$ cat config.mk
export PLATFORM = sky130hd
export DESIGN_NAME = pic_prio_flat
export DESIGN_NICKNAME = d
export VERILOG_FILES = /design/src/rtl/pic_prio_pkg.sv /design/src/rtl/pic_prio_if.sv /design/src/rtl/pic_prio_enc.sv /design/src/rtl/pic_prio.sv /design/src/flat_wrapper.sv
export SDC_FILE = /design/constraint.sdc
export NUM_CORES = 1
export LEC_CHECK = 0
export ABC_AREA = 1
export BUFFER_PORTS_ARGS = -buffer_cell sky130_fd_sc_hd__clkbuf_2
export CAP_MARGIN = 20
export CELL_PAD_IN_SITES_DETAIL_PLACEMENT = 0
export CELL_PAD_IN_SITES_GLOBAL_PLACEMENT = 1
export CORE_MARGIN = 5
export CORE_UTILIZATION = 44
export CTS_BUF_LIST = sky130_fd_sc_hd__clkbuf_4 sky130_fd_sc_hd__clkbuf_8
export DETAILED_ROUTE_END_ITERATION = 10
export PLACE_DENSITY_LB_ADDON = 0.1
export SYNTH_ARGS = -nofsm -noshare
export SYNTH_HDL_FRONTEND = slang
export SYNTH_SLANG_ARGS = --single-unit
export TNS_END_PERCENT = 5
$ cat constraint.sdc
create_clock -name clk -period 2.95 [get_ports clk]
set_clock_uncertainty 0.15 [all_clocks]
set_input_delay 0.1475 -clock clk [delete_from_list [all_inputs] [get_ports clk]]
set_output_delay 0.1475 -clock clk [all_outputs]
set_load 0.005 [all_outputs]
$ cat src/rtl/pic_prio_pkg.sv
// Shared definitions for the pic_prio interrupt controller: EVB write-mask
// encodings, register addresses, CLAIM word layout and write-merge helpers.
package pic_prio_pkg;

  localparam int ADDR_W = 4;
  localparam int DATA_W = 32;
  localparam int ID_W   = 5;

  typedef enum logic [1:0] {
    EVB_MASK_DUMMY = 2'b00,
    EVB_MASK_L     = 2'b01,
    EVB_MASK_H     = 2'b10,
    EVB_MASK_W     = 2'b11
  } evb_mask_e;

  localparam logic [ADDR_W-1:0] ADDR_PEND     = 4'd0;
  localparam logic [ADDR_W-1:0] ADDR_MASK     = 4'd1;
  localparam logic [ADDR_W-1:0] ADDR_MODE     = 4'd2;
  localparam logic [ADDR_W-1:0] ADDR_POL      = 4'd3;
  localparam logic [ADDR_W-1:0] ADDR_CLAIM    = 4'd4;
  localparam logic [ADDR_W-1:0] ADDR_COMPLETE = 4'd5;
  localparam logic [ADDR_W-1:0] ADDR_INSV     = 4'd6;
  localparam logic [ADDR_W-1:0] ADDR_GPIO_OUT = 4'd7;
  localparam logic [ADDR_W-1:0] ADDR_GPIO_IN  = 4'd8;

  typedef struct packed {
    logic            valid;
    logic [25:0]     rsvd;
    logic [ID_W-1:0] id;
  } claim_t;

  // Byte-lane enables of a write; H and L both take their data from wr_data[15:0].
  function automatic logic [DATA_W-1:0] evb_bmask(input logic [1:0] m);
    case (m)
      EVB_MASK_W: evb_bmask = 32'hFFFF_FFFF;
      EVB_MASK_H: evb_bmask = 32'hFFFF_0000;
      EVB_MASK_L: evb_bmask = 32'h0000_FFFF;
      default:    evb_bmask = 32'h0000_0000;
    endcase
  endfunction

  function automatic logic [DATA_W-1:0] evb_align(input logic [1:0] m, input logic [DATA_W-1:0] d);
    evb_align = (m == EVB_MASK_W) ? d : {d[15:0], d[15:0]};
  endfunction

  function automatic logic [DATA_W-1:0] evb_merge(input logic [DATA_W-1:0] old,
                                                  input logic [1:0] m,
                                                  input logic [DATA_W-1:0] d);
    evb_merge = (old & ~evb_bmask(m)) | (evb_align(m, d) & evb_bmask(m));
  endfunction

endpackage

$ cat src/rtl/pic_prio_if.sv
// EVB command bus between a processor-side master and the pic_prio slave.
interface pic_prio_if;
  import pic_prio_pkg::*;

  logic              evb_cmd_request;
  logic [ADDR_W-1:0] evb_cmd_addr;
  logic [1:0]        evb_cmd_wr_mask;
  logic [DATA_W-1:0] evb_cmd_wr_data;
  logic              evb_cmd_finish;
  logic [DATA_W-1:0] evb_cmd_rd_data;

  modport master (
    output evb_cmd_request, evb_cmd_addr, evb_cmd_wr_mask, evb_cmd_wr_data,
    input  evb_cmd_finish, evb_cmd_rd_data
  );

  modport slave (
    input  evb_cmd_request, evb_cmd_addr, evb_cmd_wr_mask, evb_cmd_wr_data,
    output evb_cmd_finish, evb_cmd_rd_data
  );

endinterface

$ cat src/rtl/pic_prio_enc.sv
// Priority select: lowest set index of req wins.
module pic_prio_enc
  import pic_prio_pkg::*;
#(
  parameter int WIDTH = 32
) (
  input  logic [WIDTH-1:0] req,
  output logic             valid,
  output logic [ID_W-1:0]  id
);

  always_comb begin
    valid = |req;
    id    = '0;
    // Scan downward so the lowest set index is the last assignment.
    for (int i = WIDTH - 1; i >= 0; i--) begin
      if (req[i]) id = ID_W'(i);
    end
  end

endmodule

$ cat src/rtl/pic_prio.sv
// Interrupt controller with edge/level capture, mask, claim/complete and a
// small GPIO block, configured over the EVB command bus.
module pic_prio
  import pic_prio_pkg::*;
#(
  parameter int          NUM_IRQ  = 32,
  parameter int          NUM_GPIO = 16,
  parameter logic [31:0] MASK_RST = 32'h0000_00FF
) (
  input  logic                clk,
  input  logic                rst,
  input  logic [NUM_IRQ-1:0]  int_src,
  output logic                mp_int,
  input  logic [NUM_GPIO-1:0] gpio_in,
  output logic [NUM_GPIO-1:0] gpio_out,
  pic_prio_if.slave           evb
);

  logic [NUM_IRQ-1:0] pend, mask, mode, pol, insv, act_d1;
  logic [NUM_IRQ-1:0] act, edge_set, elig, w1c_clr, claim_oh, cmp_clr, pend_nxt, insv_nxt;
  logic               enc_valid;
  logic [ID_W-1:0]    enc_id;
  logic [ID_W-1:0]    cmp_id;
  logic               fire, is_write;
  logic [1:0]         wmask;
  logic [DATA_W-1:0]  wdata, rdata;
  claim_t             claim_word;

  assign act      = int_src ^ pol;
  assign edge_set = act & ~act_d1 & mode;
  assign elig     = pend & mask & ~insv;

  pic_prio_enc #(.WIDTH(NUM_IRQ)) u_enc (
    .req   (elig),
    .valid (enc_valid),
    .id    (enc_id)
  );

  assign wmask    = evb.evb_cmd_wr_mask;
  assign wdata    = evb.evb_cmd_wr_data;
  assign cmp_id   = wdata[ID_W-1:0];
  assign fire     = evb.evb_cmd_request & ~evb.evb_cmd_finish;
  assign is_write = fire && (wmask != EVB_MASK_DUMMY);

  always_comb begin
    claim_word = '{valid: enc_valid, rsvd: '0, id: enc_id};
    claim_oh   = '0;
    w1c_clr    = '0;
    cmp_clr    = '0;
    if (fire && evb.evb_cmd_addr == ADDR_CLAIM && enc_valid)
      claim_oh = NUM_IRQ'(1) << enc_id;
    if (is_write && evb.evb_cmd_addr == ADDR_PEND)
      w1c_clr = NUM_IRQ'(evb_bmask(wmask) & evb_align(wmask, wdata));
    if (is_write && evb.evb_cmd_addr == ADDR_COMPLETE && 32'(cmp_id) < NUM_IRQ)
      cmp_clr = NUM_IRQ'(1) << cmp_id;
    // Edge sources: a new edge beats a same-cycle W1C or claim clear.
    // Level sources simply follow the registered active level.
    pend_nxt = (mode & ((pend & ~(w1c_clr | claim_oh)) | edge_set)) | (~mode & act);
    insv_nxt = (insv & ~cmp_clr) | claim_oh;
  end

  always_comb begin
    rdata = '0;
    case (evb.evb_cmd_addr)
      ADDR_PEND:     rdata = 32'(pend);
      ADDR_MASK:     rdata = 32'(mask);
      ADDR_MODE:     rdata = 32'(mode);
      ADDR_POL:      rdata = 32'(pol);
      ADDR_CLAIM:    rdata = claim_word;
      ADDR_INSV:     rdata = 32'(insv);
      ADDR_GPIO_OUT: rdata = 32'(gpio_out);
      ADDR_GPIO_IN:  rdata = 32'(gpio_in);
      default:       rdata = '0;
    endcase
  end

  always_ff @(posedge clk) begin
    if (rst) begin
      pend                <= '0;
      insv                <= '0;
      mask                <= NUM_IRQ'(MASK_RST);
      mode                <= '1;
      pol                 <= '0;
      act_d1              <= '1;
      gpio_out            <= '0;
      mp_int              <= 1'b0;
      evb.evb_cmd_finish  <= 1'b0;
      evb.evb_cmd_rd_data <= '0;
    end else begin
      act_d1             <= act;
      pend               <= pend_nxt;
      insv               <= insv_nxt;
      mp_int             <= |elig;
      evb.evb_cmd_finish <= fire;
      if (fire) evb.evb_cmd_rd_data <= rdata;
      if (is_write) begin
        case (evb.evb_cmd_addr)
          ADDR_MASK:     mask     <= NUM_IRQ'(evb_merge(32'(mask), wmask, wdata));
          ADDR_MODE:     mode     <= NUM_IRQ'(evb_merge(32'(mode), wmask, wdata));
          ADDR_POL:      pol      <= NUM_IRQ'(evb_merge(32'(pol), wmask, wdata));
          ADDR_GPIO_OUT: gpio_out <= NUM_GPIO'(evb_merge(32'(gpio_out), wmask, wdata));
          default:       ;
        endcase
      end
    end
  end

endmodule

$ cat src/flat_wrapper.sv
// flat-port wrapper written by rule: the top's interface ports become plain ports
module pic_prio_flat import pic_prio_pkg::*;
#(
  parameter int          NUM_IRQ  = 32,
  parameter int          NUM_GPIO = 16,
  parameter logic [31:0] MASK_RST = 32'h0000_00FF
)
  (clk, rst, int_src, mp_int, gpio_in, gpio_out, evb_evb_cmd_request, evb_evb_cmd_addr, evb_evb_cmd_wr_mask, evb_evb_cmd_wr_data, evb_evb_cmd_finish, evb_evb_cmd_rd_data);
  pic_prio_if evb_i ();
  input  logic clk;
  input  logic rst;
  input  logic [NUM_IRQ-1:0] int_src;
  output logic mp_int;
  input  logic [NUM_GPIO-1:0] gpio_in;
  output logic [NUM_GPIO-1:0] gpio_out;
  input wire logic [$bits(evb_i.evb_cmd_request)-1:0] evb_evb_cmd_request;
  input wire logic [$bits(evb_i.evb_cmd_addr)-1:0] evb_evb_cmd_addr;
  input wire logic [$bits(evb_i.evb_cmd_wr_mask)-1:0] evb_evb_cmd_wr_mask;
  input wire logic [$bits(evb_i.evb_cmd_wr_data)-1:0] evb_evb_cmd_wr_data;
  output wire logic [$bits(evb_i.evb_cmd_finish)-1:0] evb_evb_cmd_finish;
  output wire logic [$bits(evb_i.evb_cmd_rd_data)-1:0] evb_evb_cmd_rd_data;
  assign evb_i.evb_cmd_request = evb_evb_cmd_request;
  assign evb_i.evb_cmd_addr = evb_evb_cmd_addr;
  assign evb_i.evb_cmd_wr_mask = evb_evb_cmd_wr_mask;
  assign evb_i.evb_cmd_wr_data = evb_evb_cmd_wr_data;
  assign evb_evb_cmd_finish = evb_i.evb_cmd_finish;
  assign evb_evb_cmd_rd_data = evb_i.evb_cmd_rd_data;
  pic_prio #(.NUM_IRQ(NUM_IRQ), .NUM_GPIO(NUM_GPIO), .MASK_RST(MASK_RST)) u_core (.clk(clk), .rst(rst), .int_src(int_src), .mp_int(mp_int), .gpio_in(gpio_in), .gpio_out(gpio_out), .evb(evb_i));
endmodule
==> results of run 1 <==
## final cells by class
| type | count | area (um^2) | share of cell area [%] |
|---|---|---|---|
| timing repair buffer | 322 | 2350 | 16.1 |
| clock inverter | 3 | 20.0 | 0.137 |
| clock buffer | 72 | 885 | 6.04 |
| sequential | 242 | 4850 | 33.1 |
| tap | 330 | 413 | 2.82 |
| inverter | 163 | 613 | 4.19 |
| multi-input combinational | 1035 | 5510 | 37.6 |
## metal layers
layer	GRT usage, %	up-vias	share of wire, %
met4	8.89	2	2.7
met3	4.26	82	7.7
met1	43.8	5616	46
li1	-	5737	-
met2	46.7	494	44
met5	0	-	0.045
## synth_stat cells, types with 5 or more instances
master and count:
o22ai_1 14, nor2_1 102, o211ai_1 33, xnor2_1 32, clkbuf_1 76, nand4_1 44, dfxtp_1 242, mux2_2 5
clkinv_1 5, nand3_1 27, a21o_1 32, a21oi_1 189, buf_2 5, a211oi_1 11, o2111ai_1 13, nand3_2 7
o21ai_0 137, a221oi_1 20, nor3_1 27, o21bai_1 8, nand2_1 307, inv_1 154
## critical path, delay by kind of cell (launching register included)
family | cells | cell delay, ns
AOI/OAI and AO/OA | 1 | 0.06
buffers and inverters | 3 | 0.27
DFF | 1 | 0.33
and+or+nand+nor | 30 | 2.14
## stage by stage
| stage | power [mW] | instance area, um^2 | setup WS (ns) | setup TNS [ns] |
|---|---|---|---|---|
| final | 7.68 | 14600 | -0.129 | -2.30 |
| after global routing | 7.96 | 14600 | -0.375 | -18.28 |
| after CTS | 7.68 | 14600 | -0.0838 | -0.747 |
| after detailed placement | 4.29 | 12700 | -0.120 | -2.33 |
| after global placement | 4.29 | 12700 | -0.117 | -2.15 |
| after floorplan | 3.90 | 11100 | 0.413 | 0 |
## worst max path at each step
stage	endpoint	slack [ns]	start
6_report	u_core.pend[14]	-0.13	u_core.pend[26]
5_1_grt	u_core.pend[14]	-0.37	u_core.insv[30]
4_1_cts	u_core.pend[22]	-0.08	u_core.insv[30]
3_5_place_dp	u_core.pend[10]	-0.12	u_core.insv[30]
3_3_place_gp	u_core.pend[22]	-0.12	u_core.insv[30]
2_1_floorplan	u_core.pend[9]	0.41	u_core.pend[31]
## where the power goes
group	leakage [nW]	internal, mW	switching [mW]
logic	3.58	0.379	0.587
registers	1.97	3.36	0.0423
clock network	0.478	1.88	1.44
total	6.02	5.61	2.07
## cell usage in the layout (no fill, tap or decap), types with 6 or more instances in the layout
| cell type | n |
|---|---|
| dlygate4sd3_1 | 86 |
| nand3_2 | 8 |
| a21o_1 | 32 |
| a21oi_1 | 183 |
| nand3_4 | 8 |
| a211oi_1 | 11 |
| inv_1 | 152 |
| nand4_1 | 44 |
| o2111ai_1 | 13 |
| nand2_1 | 299 |
| xnor2_1 | 32 |
| dfxtp_1 | 237 |
| clkbuf_4 | 17 |
| o21ai_0 | 137 |
| clkbuf_8 | 55 |
| nor2_1 | 98 |
| nor2_2 | 7 |
| a21oi_2 | 10 |
| nand2_2 | 8 |
| buf_4 | 92 |
| o21bai_1 | 8 |
| o211ai_1 | 33 |
| o22ai_1 | 14 |
| a221oi_1 | 20 |
| nand3_1 | 19 |
| nor3_1 | 27 |
| inv_2 | 6 |
| clkbuf_2 | 137 |
## kinds of logic (layout without fill, tap and decap cells)
family                 after synthesis  after routing  synth area share, %
XOR/XNOR                            32             32                 2.52
flip-flops                         242            242                 43.5
AO/OA/AOI/OAI                      472            472                 24.8
AND/OR/NAND/NOR                    526            526                 20.3
buffers and inverters              247            560                 8.38
multiplexers                         5              5                0.505
## what timing repair did
action / in CTS / in global routing
setup endpoints to repair: 46 / 65
pin swaps: 6 / 11
resized for setup: 27 / 15
hold buffers: 86 / 0
setup buffers: 0 / 3
hold endpoints to repair: 173 / 0
==> results_dict.tcl, run 1 <==
set metrics [dict create \
    ir_worst_vdd_mv 0.317 \
    clock.fmax_mhz 325 \
    slowest_stage "dfxtp_1" \
    synth_warnings 0 \
    finalCriticalPeriod_ns 3.08 \
    cts.sinks 242 \
    cts_tree "yes" \
    status "finished, violations left" \
    required_ns 3.22 \
    netlist.area_leader.share_pct 43.5 \
    violations "negative setup slack" \
    r2r-start "u_core.pend[26]" \
    setup_ws_ns -0.129 \
    drt_iter0_markers 1015 \
    clk_latency_ns 0.57 \
    cpPeakStageDelay_ns 0.33 \
    tightest_slew_ns 0.986 \
    r2r-end "u_core.pend[14]" \
    syn_nets 1613 \
    synthCells 1524 \
    antennaDiodeCount 0 \
    clock_tree.buffer_depth 3 \
    detailedPlacementHpwl_um 31300 \
    numCtsBuffers 44 \
    nets 1897 \
    finalSetupViolations 48 \
    async_flop_share_pct 0 \
    fillers 2450 \
    cts_root_buf "clkbuf_8" \
    antenna_found_initial 1 \
    synth_area_mm2 0.0111 \
    vias_per_cell 5.51 \
    area_growth_pct 31.5 \
    drv_cap 0 \
    r2r_slack_ns -0.13 \
    holdCritPathClass "in2reg" \
    critical_path_arrival_ns 3.35 \
    fp.dieW_um 169 \
    end_kind "register" \
    ys_top_cells_by_area "dfxtp_1 43%, nand2_1 10%, a21oi_1 8.5%" \
    first_global_vias 11300 \
    grt_pass1_wl_um 67200 \
    drc 0 \
    track_usage_pct 30.1 \
    start_util_pct 44.5 \
    leakagePower_nw 6.02 \
    rr_worst_depth 34 \
    gp_congestion 0.977 \
    drv_slew 0 \
    powerDensity_mw_per_mm2 524 \
    wirelength_um 44500 \
    path_max_fanout 2 \
    synth_area_leader_cell "dfxtp_1" \
    rows 58 \
    grt-ovfl-total 0 \
    clk_pin_slew_ns 0.06 \
    dr_total_vias 11900 \
    hold_viol 0 \
    min_from "evb_evb_cmd_wr_data[18]" \
    die_h_um 169 \
    dp.cells 2003 \
    yosysSeqAreaShare_pct 43.5 \
    hold_depth 5 \
    drtPass1Iterations 5 \
    synthFlopType "dfxtp_1" \
    layout.cells.non_filler 2167 \
    numPortBuffers 138 \
    synth_area_per_cell_um2 7.31 \
    crit_path_start_kind "register" \
    die_area_mm2 0.0286 \
    design.portCount 139 \
    coreArea_mm2 0.0250 \
    cts_max_level 2 \
    final_util_pct 58.5 \
    antenna_left 0 \
    synth_edf_count 0 \
    rsz0062_at_grt "true" \
    yosys_register_bits 242 \
    drive_above_1_share_pct 20.5 \
    period_share_pct 104 \
    yosysUniqueCellTypes 39 \
    whs_ns 0.0143 \
    avgRoutedWirePerCell_um 20.5 \
    cp_common_cell "nand2_1" \
    grt_max_degree 61 \
    slew_headroom_pct 33.7 \
    crit_type "reg2reg" \
]
(Power assumes the default switching activity.)
==> run 2: changes to the inputs <==
Settings changed: MAX_ROUTING_LAYER set to met4.
==> run 2 against run 1 <==
The run ends with negative hold slack, negative setup slack left. Largest power group unchanged. Clock power is essentially flat. Highest routed layer is now met4. Sequential power is essentially flat. Utilization shrank 0.22 points. Total power is essentially flat.
==> results_dict.tcl, run 2 (synthesis results as in run 1) <==
set metrics [dict create \
    fin_total_pwr_mw 7.69 \
    finalSetupViolations 59 \
    gp_congestion 1.01 \
    end_kind "register" \
    setup_ws_ns -0.170 \
    power.share.clock_pct 43.2 \
    status "finished, violations left" \
    coreArea_mm2 0.0250 \
    detailedPlacementHpwl_um 31100 \
    ir_worst_vdd_mv 0.337 \
    final_common_cell "nand2_1" \
    p_int_mw 5.62 \
    p_seq_share_pct 44.2 \
    track_usage_pct 31.1 \
    grt_max_degree 66 \
    wirelength_um 44400 \
    antenna_left 0 \
    antennaDiodeCount 0 \
    p_sw_share_pct 26.9 \
    numPortBuffers 138 \
    cts_root_buf "clkbuf_8" \
    grt-ovfl-total 0 \
    grt_use_met2_pct 46.8 \
    antenna_found_initial 0 \
    power_frac_comb_pct 12.6 \
    vias_per_cell 5.57 \
    finalCriticalPeriod_ns 3.12 \
    cts.sinks 242 \
    design.portCount 139 \
    fp.dieW_um 169 \
    grt_pass1_wl_um 67500 \
    violations "negative hold slack, negative setup slack" \
    die_h_um 169 \
    slowest_stage "dfxtp_2" \
    crit_type "reg2reg" \
    drc 0 \
    required_ns 3.20 \
    nets 1889 \
    drv_slew 0 \
    postLayoutCellArea_mm2 0.0146 \
    numCtsBuffers 44 \
    critical_path_arrival_ns 3.37 \
    rows 58 \
    dpl_worst_slack_ns -0.195 \
    grt_use_met1_pct 43.1 \
    clk_latency_ns 0.56 \
    p_sw_mw 2.07 \
    drt_iter0_markers 1045 \
    clk_pin_slew_ns 0.06 \
    leakagePower_nw 6.03 \
    cts_max_level 2 \
    avgRoutedWirePerCell_um 20.5 \
    drive_above_1_share_pct 20.3 \
    cts_tree "yes" \
    die_area_mm2 0.0286 \
    path_max_fanout 5 \
    layout_common_cells "303 x nand2_1, 238 x dfxtp_1, 187 x a21oi_1" \
    hold_depth 5 \
    rr_worst_depth 37 \
    crit_path_start_kind "register" \
    slew_headroom_pct 37.7 \
    cpPeakStageDelay_ns 0.32 \
    tightest_slew_ns 0.926 \
    whs_ns -0.00410 \
    rsz0062_at_grt "true" \
    drv_cap 0 \
    use_met3_pct 4.26 \
    clock.fmax_mhz 321 \
    powerDensity_mw_per_mm2 527 \
    first_global_vias 11600 \
    cp_common_cell "nand2_1" \
    hold_viol 1 \
    area_growth_pct 30.9 \
    clock_tree.buffer_depth 3 \
    busiest_layer "met2" \
    holdCritPathClass "in2reg" \
    postPlaceCellArea_mm2 0.0127 \
    dr_total_vias 12000 \
    start_util_pct 44.5 \
    period_share_pct 106 \
    drtPass1Iterations 5 \
]
[run 2: cell count changes in the layout (fill, tap and decap cells not counted), sizes merged]
cell / delta
buf: -1
clkbuf: -2
clkinv: +3
dlygate4sd3: -7
[run 2: layout make-up]
type,count,area (um^2)
fillers,2490,10400
multi-input cells,1035,5510
flip-flops and latches,242,4850
repair buffers,314,2290
clock buffers,70,882
inverters,163,613
well taps,330,413
clock inverters,6,35.0
[run 2: stage by stage]
stage               setup TNS (ns)  utilization [%]  instances  hold slack, ns
detailed placement           -2.41             50.6       2001           0.236
finish                       -4.10             58.3       2160        -0.00410
global placement             -2.73             50.6       2001           0.229
floorplan                        0                -       1524           0.125
global route                -22.74             58.3       2160          0.0313
CTS                          -2.08             58.0       2160        0.000455
[run 2: what timing repair did]
item,4_1_cts,5_1_grt
setup endpoints to repair,49,66
setup buffers,4,0
hold buffers,79,0
pin swaps,9,19
endpoints found under the hold margin,177,0
gates resized for setup,23,15
[run 2: final timing paths]
| check | end | slack (ns) | startpoint |
|---|---|---|---|
| min reg2reg | u_core.evb.evb_cmd_rd_data[19] | 0.31 | u_core.evb.evb_cmd_rd_data[19] |
| max reg2reg | u_core.pend[16] | -0.17 | u_core.insv[30] |
| min | register | -0.004 | evb_evb_cmd_wr_data[18] |
| max | u_core.pend[16] | -0.17 | u_core.insv[30] |
[run 2: layer usage]
layer,up-vias,routed length [um]
met2,509,19500
met5,-,0
met1,5693,20100
met4,0,1480
li1,5727,-
met3,93,3360
[run 2: worst max-delay path, delay by kind of cell (launching register included)]
family	cells	cell delay [ns]
flip-flops	1	0.32
AND/OR/NAND/NOR	33	2.02
AO/OA/AOI/OAI	2	0.31
buffers and inverters	2	0.18
[run 2: power by group through the flow]
stage / Sequential (mW) / Combinational, mW / Clock, mW
after floorplan: 3.46 / 0.445 / 0
after global placement: 3.46 / 0.832 / 0
after detailed placement: 3.47 / 0.828 / 0
after CTS: 3.40 / 0.941 / 3.37
after global routing: 3.40 / 1.03 / 3.51
final: 3.40 / 0.965 / 3.32
==> run 3: changes to the inputs <==
Settings changed: CORE_UTILIZATION 44 to 47.
Clock period 2.95 ns to 3.9 ns, I/O delays scaled along.
==> run 3 against run 2 <==
The flow now finishes without violations. Design area is 5.3% lower. Via count is 3.4% lower. Hold slack better by 0.033 ns. Sequential share of layout area is 1.8 points higher. Critical path depth is 4 lower. Combinational power is 33% lower. Critical path type unchanged. Highest routed layer unchanged.
==> results_dict.tcl, run 3 (synthesis results as in run 1) <==
set metrics [dict create \
    status "completed" \
    dpl_worst_slack_ns 0.740 \
    die_h_um 164 \
    cpPeakStageDelay_ns 0.31 \
    holdCritPathClass "in2reg" \
    drtPass1Iterations 6 \
    grt_max_degree 81 \
    drc 0 \
    first_global_vias 11400 \
    whs_ns 0.0289 \
    antenna_left 0 \
    leakagePower_nw 5.66 \
    finalCriticalPeriod_ns 3.25 \
    grt-ovfl-total 0 \
    nets 1822 \
    rows 56 \
    period_share_pct 83.4 \
    cts_tree "yes" \
    critical_path_arrival_ns 3.49 \
    numPortBuffers 138 \
    hold_depth 5 \
    area_growth_pct 24.1 \
    cts_max_level 2 \
    cts.sinks 242 \
    fp.dieW_um 164 \
    slew_headroom_pct 34.1 \
    powerDensity_mw_per_mm2 409 \
    antennaDiodeCount 0 \
    dr_total_vias 11600 \
    clk_latency_ns 0.57 \
    numCtsBuffers 43 \
    r2r_slack_ns 0.65 \
    min_from "gpio_in[4]" \
    clock_tree.buffer_depth 3 \
    clk_pin_slew_ns 0.06 \
    ctsResizeCount 0 \
    slowest_stage "dfxtp_1" \
    tightest_slew_ns 0.989 \
    cp_common_cell "nand2_1" \
    final_util_pct 59.1 \
    crit_path_start_kind "register" \
    drt_iter0_markers 1109 \
    ir_worst_vdd_mv 0.274 \
    wirelength_um 42400 \
    vias_per_cell 5.58 \
    track_usage_pct 32.5 \
    required_ns 4.14 \
    crit_type "reg2reg" \
    setup_ws_ns 0.648 \
    finalSetupViolations 0 \
    clock.fmax_mhz 307 \
    detailedPlacementHpwl_um 29800 \
    die_area_mm2 0.0269 \
    post_cts_buffers 0 \
    path_max_fanout 4 \
    cts_root_buf "clkbuf_8" \
    setup_tns_ns 0 \
    r2r-end "u_core.pend[27]" \
    avgRoutedWirePerCell_um 20.4 \
    design.portCount 139 \
    grt_pass1_wl_um 65900 \
    drive_above_1_share_pct 16.0 \
    holdPathEnd "u_core.evb.evb_cmd_rd_data[4]" \
    layout_common_cells "307 x nand2_1, 242 x dfxtp_1, 189 x a21oi_1" \
    final_common_cell "nand2_1" \
    gp_congestion 1.03 \
    antenna_found_initial 0 \
    hold_viol 0 \
    drv_slew 0 \
    coreArea_mm2 0.0234 \
    drv_cap 0 \
    rsz0062_at_grt "false" \
    rr_worst_depth 33 \
    start_util_pct 47.6 \
    end_kind "register" \
]
-- run 3: power by group --
part           leakage [nW]  internal, mW  switching [mW]
registers              1.97          2.54          0.0311
clock network         0.471          1.37            1.06
logic                  3.22         0.232           0.418
total                  5.66          4.14            1.51
-- run 3: how the worst max path moves through the flow --
stage | from | endpoint | slack [ns] | cells past startpoint
global route | register | u_core.pend[27] | 0.34 | 37
global placement | u_core.insv[30] | u_core.pend[2] | 0.71 | 37
finish | register | u_core.pend[27] | 0.65 | 33
CTS | register | u_core.pend[27] | 0.72 | 37
floorplan | u_core.pend[31] | u_core.pend[9] | 1.36 | 37
detailed placement | register | u_core.pend[27] | 0.74 | 37
-- run 3: area by class of cell --
cell class                      count  area [um^2]
Clock buffer                       69          850
Clock inverter                      5         31.3
Fill cell                        2290         9580
Inverter                          163          613
Multi-Input combinational cell   1035         5370
Sequential cell                   242         4840
Tap cell                          319          399
Timing Repair Buffer              248         1720
-- run 3: metal layers --
metal / GRT usage (%) / vias to the layer above / part of all wire, %
met5: - / - / 0
met3: 4.72 / 79 / 7.4
met1: 44.6 / 5469 / 45
li1: - / 5581 / -
met2: 49.8 / 486 / 45
met4: 10.4 / 0 / 2.8
-- run 3: what timing repair did --
action,CTS,global route
endpoints found under the setup margin,0,0
hold endpoints to repair,160,0
hold buffers,74,0
-- run 3: stage by stage --
step | cells | power [mW] | instance area [um^2]
final | 2081 | 5.65 | 13800
after global routing | 2081 | 5.87 | 13800
after CTS | 2081 | 5.67 | 13800
after detailed placement | 1933 | 3.20 | 12200
after global placement | 1933 | 3.20 | 12200
after floorplan | 1524 | 2.95 | 11100
-- run 3: worst max-delay path: cells and delay by family (launching register included) --
family | cells | cell delay, ns
compound gates | 1 | 0.06
buf+inv | 3 | 0.41
flops | 1 | 0.31
simple gates | 29 | 2.14
